==> config.mk <==
export PLATFORM = sky130hd
export DESIGN_NAME = clk_div_rst_seq
export DESIGN_NICKNAME = d
export VERILOG_FILES = /design/src/rtl/clk_div_rst_seq.sv
export SDC_FILE = /design/constraint.sdc
export NUM_CORES = 1
export LEC_CHECK = 0
export CELL_PAD_IN_SITES_DETAIL_PLACEMENT = 0
export CELL_PAD_IN_SITES_GLOBAL_PLACEMENT = 1
export CORE_AREA = 2 2 90 179
export CTS_CLUSTER_SIZE = 25
export DETAILED_ROUTE_END_ITERATION = 10
export DIE_AREA = 0 0 92 181
export DONT_BUFFER_PORTS = 1
export HOLD_SLACK_MARGIN = 0.08
export PLACE_DENSITY = 0.69
export SYNTH_ARGS = -nofsm -noshare
export SYNTH_HDL_FRONTEND = slang
export SYNTH_SLANG_ARGS = --single-unit
==> constraint.sdc <==
create_clock -name clk_i -period 8.5 [get_ports clk_i]
set_input_delay 2.125 -clock clk_i [delete_from_list [all_inputs] [get_ports clk_i]]
set_output_delay 2.125 -clock clk_i [all_outputs]
set_load 0.02 [all_outputs]
==> src/rtl/clk_div_rst_seq.sv <==
// Multi-channel clock-enable divider and timed reset-release sequencer.
// Provides a req/ack config port for runtime divider programming and a software reset.
module clk_div_rst_seq #(
  parameter int N_CH     = 4,
  parameter int DIV_W    = 8,
  parameter int INIT_DLY = 8,
  parameter int SEQ_DLY  = 16
) (
  input  logic              clk_i,
  input  logic              rst_i,
  input  logic              testmode_i,
  input  logic              cfg_req_i,
  input  logic              cfg_wrn_i,
  input  logic [3:0]        cfg_add_i,
  input  logic [31:0]       cfg_data_i,
  output logic              cfg_ack_o,
  output logic [31:0]       cfg_r_data_o,
  output logic [N_CH-1:0]   clk_en_o,
  output logic [N_CH-1:0]   rstn_o,
  output logic              seq_done_o
);

  localparam int DLY_MAX = (INIT_DLY > SEQ_DLY) ? INIT_DLY : SEQ_DLY;
  localparam int DLY_W   = $clog2(DLY_MAX + 1);
  localparam int IDX_W   = (N_CH > 1) ? $clog2(N_CH) : 1;
  localparam logic [DLY_W-1:0] INIT_LOAD = DLY_W'(INIT_DLY - 1);
  localparam logic [DLY_W-1:0] SEQ_LOAD  = DLY_W'(SEQ_DLY - 1);
  localparam logic [IDX_W-1:0] LAST_IDX  = IDX_W'(N_CH - 1);

  typedef enum logic [1:0] {S_IDLE, S_INIT, S_STEP, S_DONE} seq_state_e;

  // Config handshake: req must be held until ack; one transfer per ack pulse.
  logic commit, wr_stb, soft_rst;
  assign commit   = cfg_req_i & ~cfg_ack_o;
  assign wr_stb   = commit & ~cfg_wrn_i;
  assign soft_rst = wr_stb & (cfg_add_i == 4'hF) & cfg_data_i[0];

  logic unused_cfg;
  assign unused_cfg = ^cfg_data_i;

  logic [1:0]            rst_sync;
  seq_state_e            seq_state;
  logic [DLY_W-1:0]      dly;
  logic [IDX_W-1:0]      idx;
  logic [N_CH-1:0]       rstn_q;
  logic                  seq_done_q;
  logic [DIV_W-1:0]      div_q  [N_CH];
  logic [DIV_W-1:0]      cnt_q  [N_CH];
  logic [DIV_W-1:0]      pm1    [N_CH];
  logic [N_CH-1:0]       en_q;
  logic [N_CH-1:0]       clk_en_q;
  logic [31:0]           rd_word;

  always_ff @(posedge clk_i or posedge rst_i) begin
    if (rst_i) rst_sync <= 2'b11;
    else       rst_sync <= {rst_sync[0], 1'b0};
  end

  always_comb begin
    for (int k = 0; k < N_CH; k++) begin
      pm1[k] = (div_q[k] <= DIV_W'(1)) ? '0 : div_q[k] - DIV_W'(1);
    end
  end

  // clk_en_q holds "the counter value after this edge equals period-1".
  always_ff @(posedge clk_i or posedge rst_i) begin
    if (rst_i) begin
      for (int k = 0; k < N_CH; k++) begin
        div_q[k] <= '0;
        cnt_q[k] <= '0;
      end
      en_q     <= '1;
      clk_en_q <= '0;
    end else begin
      for (int k = 0; k < N_CH; k++) begin
        if (wr_stb && (cfg_add_i == 4'(k))) begin
          div_q[k]    <= cfg_data_i[DIV_W-1:0];
          en_q[k]     <= cfg_data_i[31];
          cnt_q[k]    <= '0;
          clk_en_q[k] <= cfg_data_i[31] & (cfg_data_i[DIV_W-1:0] <= DIV_W'(1));
        end else if (!en_q[k]) begin
          cnt_q[k]    <= '0;
          clk_en_q[k] <= 1'b0;
        end else if (cnt_q[k] == pm1[k]) begin
          cnt_q[k]    <= '0;
          clk_en_q[k] <= (pm1[k] == '0);
        end else begin
          cnt_q[k]    <= cnt_q[k] + DIV_W'(1);
          clk_en_q[k] <= ((cnt_q[k] + DIV_W'(1)) == pm1[k]);
        end
      end
    end
  end

  // The FSM leaves IDLE on the same edge the second synchroniser stage releases.
  always_ff @(posedge clk_i or posedge rst_i) begin
    if (rst_i) begin
      seq_state  <= S_IDLE;
      dly        <= '0;
      idx        <= '0;
      rstn_q     <= '0;
      seq_done_q <= 1'b0;
    end else if (soft_rst) begin
      seq_state  <= S_INIT;
      dly        <= INIT_LOAD;
      idx        <= '0;
      rstn_q     <= '0;
      seq_done_q <= 1'b0;
    end else begin
      case (seq_state)
        S_IDLE: begin
          if (rst_sync == 2'b10) begin
            seq_state <= S_INIT;
            dly       <= INIT_LOAD;
          end
        end
        S_INIT: begin
          if (dly == '0) begin
            rstn_q[0] <= 1'b1;
            idx       <= IDX_W'(1);
            if (N_CH == 1) begin
              seq_state  <= S_DONE;
              seq_done_q <= 1'b1;
            end else begin
              seq_state <= S_STEP;
              dly       <= SEQ_LOAD;
            end
          end else begin
            dly <= dly - DLY_W'(1);
          end
        end
        S_STEP: begin
          if (dly == '0) begin
            rstn_q[idx] <= 1'b1;
            if (idx == LAST_IDX) begin
              seq_state  <= S_DONE;
              seq_done_q <= 1'b1;
            end else begin
              idx <= idx + IDX_W'(1);
              dly <= SEQ_LOAD;
            end
          end else begin
            dly <= dly - DLY_W'(1);
          end
        end
        default: ;
      endcase
    end
  end

  always_comb begin
    rd_word = '0;
    for (int k = 0; k < N_CH; k++) begin
      if (cfg_add_i == 4'(k)) begin
        rd_word[DIV_W-1:0] = div_q[k];
        rd_word[31]        = en_q[k];
      end
    end
    if (cfg_add_i == 4'hF) begin
      rd_word[N_CH-1:0] = rstn_o;
      rd_word[31]       = seq_done_q;
    end
  end

  always_ff @(posedge clk_i or posedge rst_i) begin
    if (rst_i) begin
      cfg_ack_o    <= 1'b0;
      cfg_r_data_o <= '0;
    end else begin
      cfg_ack_o    <= commit;
      cfg_r_data_o <= (commit & cfg_wrn_i) ? rd_word : '0;
    end
  end

  assign clk_en_o   = testmode_i ? '1 : clk_en_q;
  assign rstn_o     = testmode_i ? {N_CH{~rst_i}} : rstn_q;
  assign seq_done_o = seq_done_q;

endmodule

==> results of run 1 <==
-- Yosys cell counts, drive strengths merged, types with 5 or more instances --
master / n
nor3: 28
dfrtp: 92
nand3: 28
a22oi: 6
dfstp: 6
nor4: 16
xor2: 29
xnor2: 42
or4: 6
nand2: 62
inv: 31
a31oi: 6
buf: 32
or2: 11
ha: 21
o21ai: 48
o21a: 8
clkbuf: 18
mux2: 37
and3: 9
a21oi: 37
or3: 7
nor2: 77
nor3b: 10
mux2i: 5
-- state kept, by name, summed over array words and instances, names as in the netlist --
| signal | count |
|---|---|
| rst_sync | 2 |
| en_q | 4 |
| div_q | 32 |
| cfg_ack_o | 1 |
| cnt_q | 32 |
| seq_state | 2 |
| dly | 5 |
| clk_en_q | 4 |
| seq_done_o | 1 |
| cfg_r_data_o | 9 |
| idx | 2 |
| rstn_q | 4 |
-- power by group --
group	internal [W]	switching [W]	total (W)
sequential	0.000523	0.0000848	0.000608
clock	0.000204	0.000195	0.000399
combinational	0.000264	0.000370	0.000634
-- worst paths after layout --
path / startpoint / to / slack (ns) / cells after the start
max in group asynchronous: rst_i / div_q[9] / 5.62 / 2
worst max-delay path: rst_i / rstn_o[1] / 3.57 / 3
worst min register to register: rst_sync[0] / rst_sync[1] / 0.37 / 0
worst max register to register: div_q[16] / clk_en_q[1] / 5.43 / 9
worst min-delay path: rst_sync[0] / rst_sync[1] / 0.37 / 0
min in group asynchronous: rst_i / cnt_q[12] / 1.61 / 1
-- through the flow --
step                 util  hold slack [ns]  std cells
floorplan               -            0.354        761
global placement    0.438            0.356        913
detailed placement  0.438            0.360        913
CTS                 0.457            0.370        929
global route        0.457            0.374        929
finish              0.457            0.369        929
-- cell families after synthesis --
family / count (synthesis)
DFF: 98
other: 1
AOI/OAI and AO/OA: 138
adders and majority gates: 21
muxes: 42
xor gates and xnor gates: 71
buffers and inverters: 81
and+or+nand+nor: 286
-- metal layers --
layer / GRT usage / vias to the layer above / wire length (um)
met5: 0 / - / 0
met4: 0.0925 / 0 / 553
met3: 0.0371 / 29 / 675
met2: 0.377 / 119 / 9050
met1: 0.224 / 2582 / 6430
li1: - / 2544 / -
-- area by class of cell --
type / instances / area (um2)
clock inverter: 7 / 62.6
timing repair buffer: 4 / 30.0
sequential: 98 / 2460
inverter: 31 / 119
clock buffer: 9 / 225
tap: 198 / 248
multi-input combinational: 582 / 3810
fill: 1500 / 8260
==> metrics.cfg, run 1 <==
[status]
outcome = completed

[route]
drc_errors = 0
postRouteWirelength_um = 16700
ant_nets = 0
dr.pass1.iters = 4
vias_per_cell = 5.68
post_drt_wl_per_cell_um = 18.0
drtIter0Drc = 273
dr_total_vias = 5274

[yosys]
avgSynthCellArea_um2 = 8.94
async_flop_share = 1.00
synth-edff-count = 0
synth_top_family_by_area = simple AND/OR/NAND/NOR gates
synth-compound-area-share = 0.130
synth_area_leader_cell = dfrtp_1
ys_seq_area_frac = 0.373
syn-cell-area_um2 = 6600
ys_top_cells_by_area = dfrtp_1 (35%), mux2_2 (6.3%), xnor2_1 (5.4%)
ys_types = 69
synthSimpleGateAreaFrac = 0.228
synthAdderAreaFrac = 0.0398
synth_top_area_share = 0.349
yosys.area_share.xor_xnor = 0.0954
synth_mux_area_frac = 0.0708
ys_warn_count = 0
synthesis.instances = 738
yosys_most_used_dff = dfrtp_1
ys_ff_latch = 98

[global_route]
grt_overflow = 0
grt_use_total = 0.205
grt_max_degree = 74
grt_pass1_wl_um = 26800
antenna_found_initial = 0
first_global_vias = 5247

[die]
core_um2 = 15200
ioPinCount = 83
die_y_um = 181
fp-row-count = 64
start_util = 0.433
die_w_um = 92
fp.dieArea_um2 = 16700

[clock_network]
cts_root_buffer = clkbuf_16
cts.path.max_buffers = 2
cts_resized = 0
cts_buffers = 9
clk_latency_ns = 0.35
cts_setup_buffers = 0
ctsHtreeMaxLevel = 3
clk_pin_slew_ns = 0.07
cts_sinks = 98
hold_buffers = 0
cts_tree = yes

[sta]
fin_setup_tns_ns = 0
setup_slack_ns = 3.57
fmax_ghz = 0.203
period_share = 0.579
setup_violations = 0
relSlewSlack = 0.288
rsz0062_at_grt = false
worstMarginPinSlew_ns = 1.06
skew_ns = 0.0119
slew_viol_final = 0
period_minus_slack_ns = 4.93
hold_viol_final = 0

[min_path]
min_path_type = reg2reg

[critical_path]
worst_ep_arrival_time_ns = 2.80
end_kind = output pin
path_max_fanout = 27
worstPathRequired_ns = 6.38
crit_path_top_delay_cell = o21ai_0
slowest_delay_ns = 0.33
startpoint_type = input pin
crit_family = compound AO/OA/AOI/OAI gates
path_buf_inv = 1
critical_path_class = in2out
cp_cell_sequence = inv_4, nand2_1, o21ai_0

[placement]
port_buffers = 0
gp_congestion = 0.853
placed_area_um2 = 6660
place_hpwl_um = 12700
pre_cts_ws_ns = 3.55

[power]
power.density_nw_per_um2 = 236
vdd_ir_drop_max_v = 0.000102
power_w = 0.00164
leakage_nw = 2.93

[final_layout]
finalInstanceArea_um2 = 6950
fin_nets = 788
final_common_cell = dfrtp_1
drive_gt1_frac = 0.127
area_delta_synth_final_pct = 5.39
layout_common_cells = dfrtp_1 (92), nor2_1 (77), nand2_1 (62)
antenna_cells = 0

[run]
max_cap_violations = 0

No activity file was read; power rests on OpenSTA's default activity.
==> inputs of run 2 (changes only) <==
--- a/config.mk
+++ b/config.mk
@@ -13,7 +13,7 @@
 export DIE_AREA = 0 0 92 181
 export DONT_BUFFER_PORTS = 1
 export HOLD_SLACK_MARGIN = 0.08
-export PLACE_DENSITY = 0.69
+export PLACE_DENSITY = 0.72
 export SYNTH_ARGS = -nofsm -noshare
 export SYNTH_HDL_FRONTEND = slang
 export SYNTH_SLANG_ARGS = --single-unit
==> constraint.sdc (replaced) <==
create_clock -name clk_i -period 4.3 [get_ports clk_i]
set_input_delay 1.075 -clock clk_i [delete_from_list [all_inputs] [get_ports clk_i]]
set_output_delay 1.075 -clock clk_i [all_outputs]
set_load 0.02 [all_outputs]
==> run 2 against run 1 <==
  * Via count down 1.1%
  * Largest cell class unchanged
  * Non-clock buffer count up 3
  * Global-route usage down 0.22 points
  * Sequential cell count unchanged
  * Design area up 0.74%
  * Clock skew down 0.0037 ns
==> metrics.cfg, run 2 (synthesis gave the netlist of run 1 again) <==
[power]
vdd_ir_drop_max_v = 0.000231  ; +130%
leakage_nw = 2.96  ; +0.83%
power_w = 0.00329  ; +100%
switching_share = 0.382  ; -0.0138
pwr-share-comb = 0.380  ; -0.006
power.density_nw_per_um2 = 470  ; +99%
p_sw_w = 0.00126  ; +93%
p_int_w = 0.00203  ; +110%
p_seq_frac = 0.365  ; -0.005
clkPwrFrac = 0.256  ; +0.013

[critical_path]
cp_cell_sequence = inv_1, ha_1, or2_2, and3b_2, or4b_2, o311ai_0, a31o_2, o221ai_1
end_kind = flip-flop
startpoint_type = flip-flop
critical_path_class = reg2reg
worstPathRequired_ns = 4.51  ; -1.87 ns
worst_ep_arrival_time_ns = 3.31  ; +0.51 ns
slowest_delay_ns = 0.64  ; +0.31 ns
path_max_fanout = 12  ; -56%
reg2reg_depth = 8  ; -1
crit_path_top_delay_cell = or4b_2

[placement]
gp_congestion = 0.857  ; +0.40%
place_hpwl_um = 12700  ; +0.25%
placed_area_um2 = 6690  ; +0.36%
port_buffers = 0  ; unchanged
pre_cts_ws_ns = 1.21  ; -2.34 ns

[route]
dr_total_vias = 5216  ; -1.1%
postRouteWirelength_um = 16400  ; -1.8%
ant_nets = 0  ; unchanged
dr.pass1.iters = 4  ; unchanged
drtIter0Drc = 221  ; -19%
drc_errors = 0  ; unchanged
vias_per_cell = 5.59  ; -1.5%
post_drt_wl_per_cell_um = 17.6  ; -2.2%

[clock_network]
cts_setup_buffers = 0  ; unchanged
cts_root_buffer = clkbuf_16
cts_buffers = 9  ; unchanged
cts_resized = 0  ; unchanged
cts_tree = yes
cts.path.max_buffers = 2  ; unchanged
clk_pin_slew_ns = 0.07  ; about the same
cts_sinks = 98  ; unchanged
clk_latency_ns = 0.35  ; about the same
ctsHtreeMaxLevel = 3  ; unchanged
hold_buffers = 0  ; unchanged

[global_route]
grt_overflow = 0  ; unchanged
first_global_vias = 5241  ; -0.11%
grt_max_degree = 69  ; -6.8%
antenna_found_initial = 1  ; +1
grt_pass1_wl_um = 26600  ; -0.54%
grt_use_total = 0.203  ; -0.00215

[run]
max_cap_violations = 0  ; unchanged

[sta]
hold_viol_final = 0  ; unchanged
relSlewSlack = 0.400  ; +0.111
fin_setup_tns_ns = 0  ; unchanged
whs_ns = 0.366  ; -0.00289 ns
period_share = 0.722
fmax_ghz = 0.322
rsz0062_at_grt = false
skew_ns = 0.00816  ; -0.00373 ns
setup_slack_ns = 1.20  ; -2.38 ns
period_minus_slack_ns = 3.10
slew_viol_final = 0  ; unchanged
worstMarginPinSlew_ns = 0.891  ; -0.168 ns
setup_violations = 0  ; unchanged

[final_layout]
area_delta_synth_final_pct = 6.17
fin_nets = 791  ; +0.38%
finalInstanceArea_um2 = 7000  ; +0.74%
drive_gt1_frac = 0.131  ; +0.00357
largestRegisters = cnt_q: 32 flops, div_q: 32 flops, cfg_r_data_o: 9 flops
layout_common_cells = dfrtp_1 (92), nor2_1 (77), nand2_1 (62)
final_common_cell = dfrtp_1

[die]
core_um2 = 15200  ; unchanged
ioPinCount = 83  ; unchanged
start_util = 0.433  ; unchanged
die_y_um = 181  ; unchanged
die_w_um = 92  ; unchanged
fp.dieArea_um2 = 16700  ; unchanged
fp-row-count = 64  ; unchanged

[status]
outcome = completed

[min_path]
whs_path_depth = 0  ; unchanged
min_path_type = reg2reg

[run 2: final cells by class]
cell class                      count  area, um2
Multi-Input combinational cell    582       3810
Timing Repair Buffer                7       52.6
Sequential cell                    98       2460
Antenna cell                        1       2.50
Clock buffer                       10        239
Clock inverter                      6       73.8
Tap cell                          198        248
Inverter                           31        120
Fill cell                        1510       8210
[run 2: worst paths after layout]
path / start / to / slack [ns]
worst max-delay path: div_q[24] / clk_en_q[0] / 1.20
worst min-delay path: rst_sync[0] / rst_sync[1] / 0.37
worst max register to register: div_q[24] / clk_en_q[0] / 1.20
worst min register to register: rst_sync[0] / rst_sync[1] / 0.37
max in group asynchronous: rst_i / div_q[8] / 2.36
min in group asynchronous: rst_i / rstn_q[3] / 0.71
[run 2: critical path: cells and delay by family (launching register included)]
family | cells | cell delay, ns
buf+inv | 1 | 0.11
fa+ha+maj | 1 | 0.27
compound gates | 3 | 0.75
flops | 1 | 0.55
simple gates | 3 | 1.27
[run 2: per-layer routing]
layer / vias up / wire length, um / global-route usage
met1: 2532 / 6250 / 0.221
li1: 2549 / - / -
met2: 103 / 8790 / 0.373
met4: 0 / 593 / 0.0860
met5: - / 0 / 0
met3: 32 / 770 / 0.0421
[run 2: power by group through the flow]
stage / clock, W / combinational (W) / sequential (W)
2_1_floorplan: 0 / 0.00108 / 0.00115
3_3_place_gp: 0 / 0.00122 / 0.00121
3_5_place_dp: 0 / 0.00125 / 0.00122
4_1_cts: 0.000871 / 0.00126 / 0.00120
5_1_grt: 0.000902 / 0.00140 / 0.00122
6_report: 0.000841 / 0.00125 / 0.00120
[run 2: per-stage QoR]
stage / cells / util
final: 933 / 0.460
after global routing: 933 / 0.460
after CTS: 932 / 0.460
after detailed placement: 916 / 0.439
after global placement: 916 / 0.439
after floorplan: 761 / -
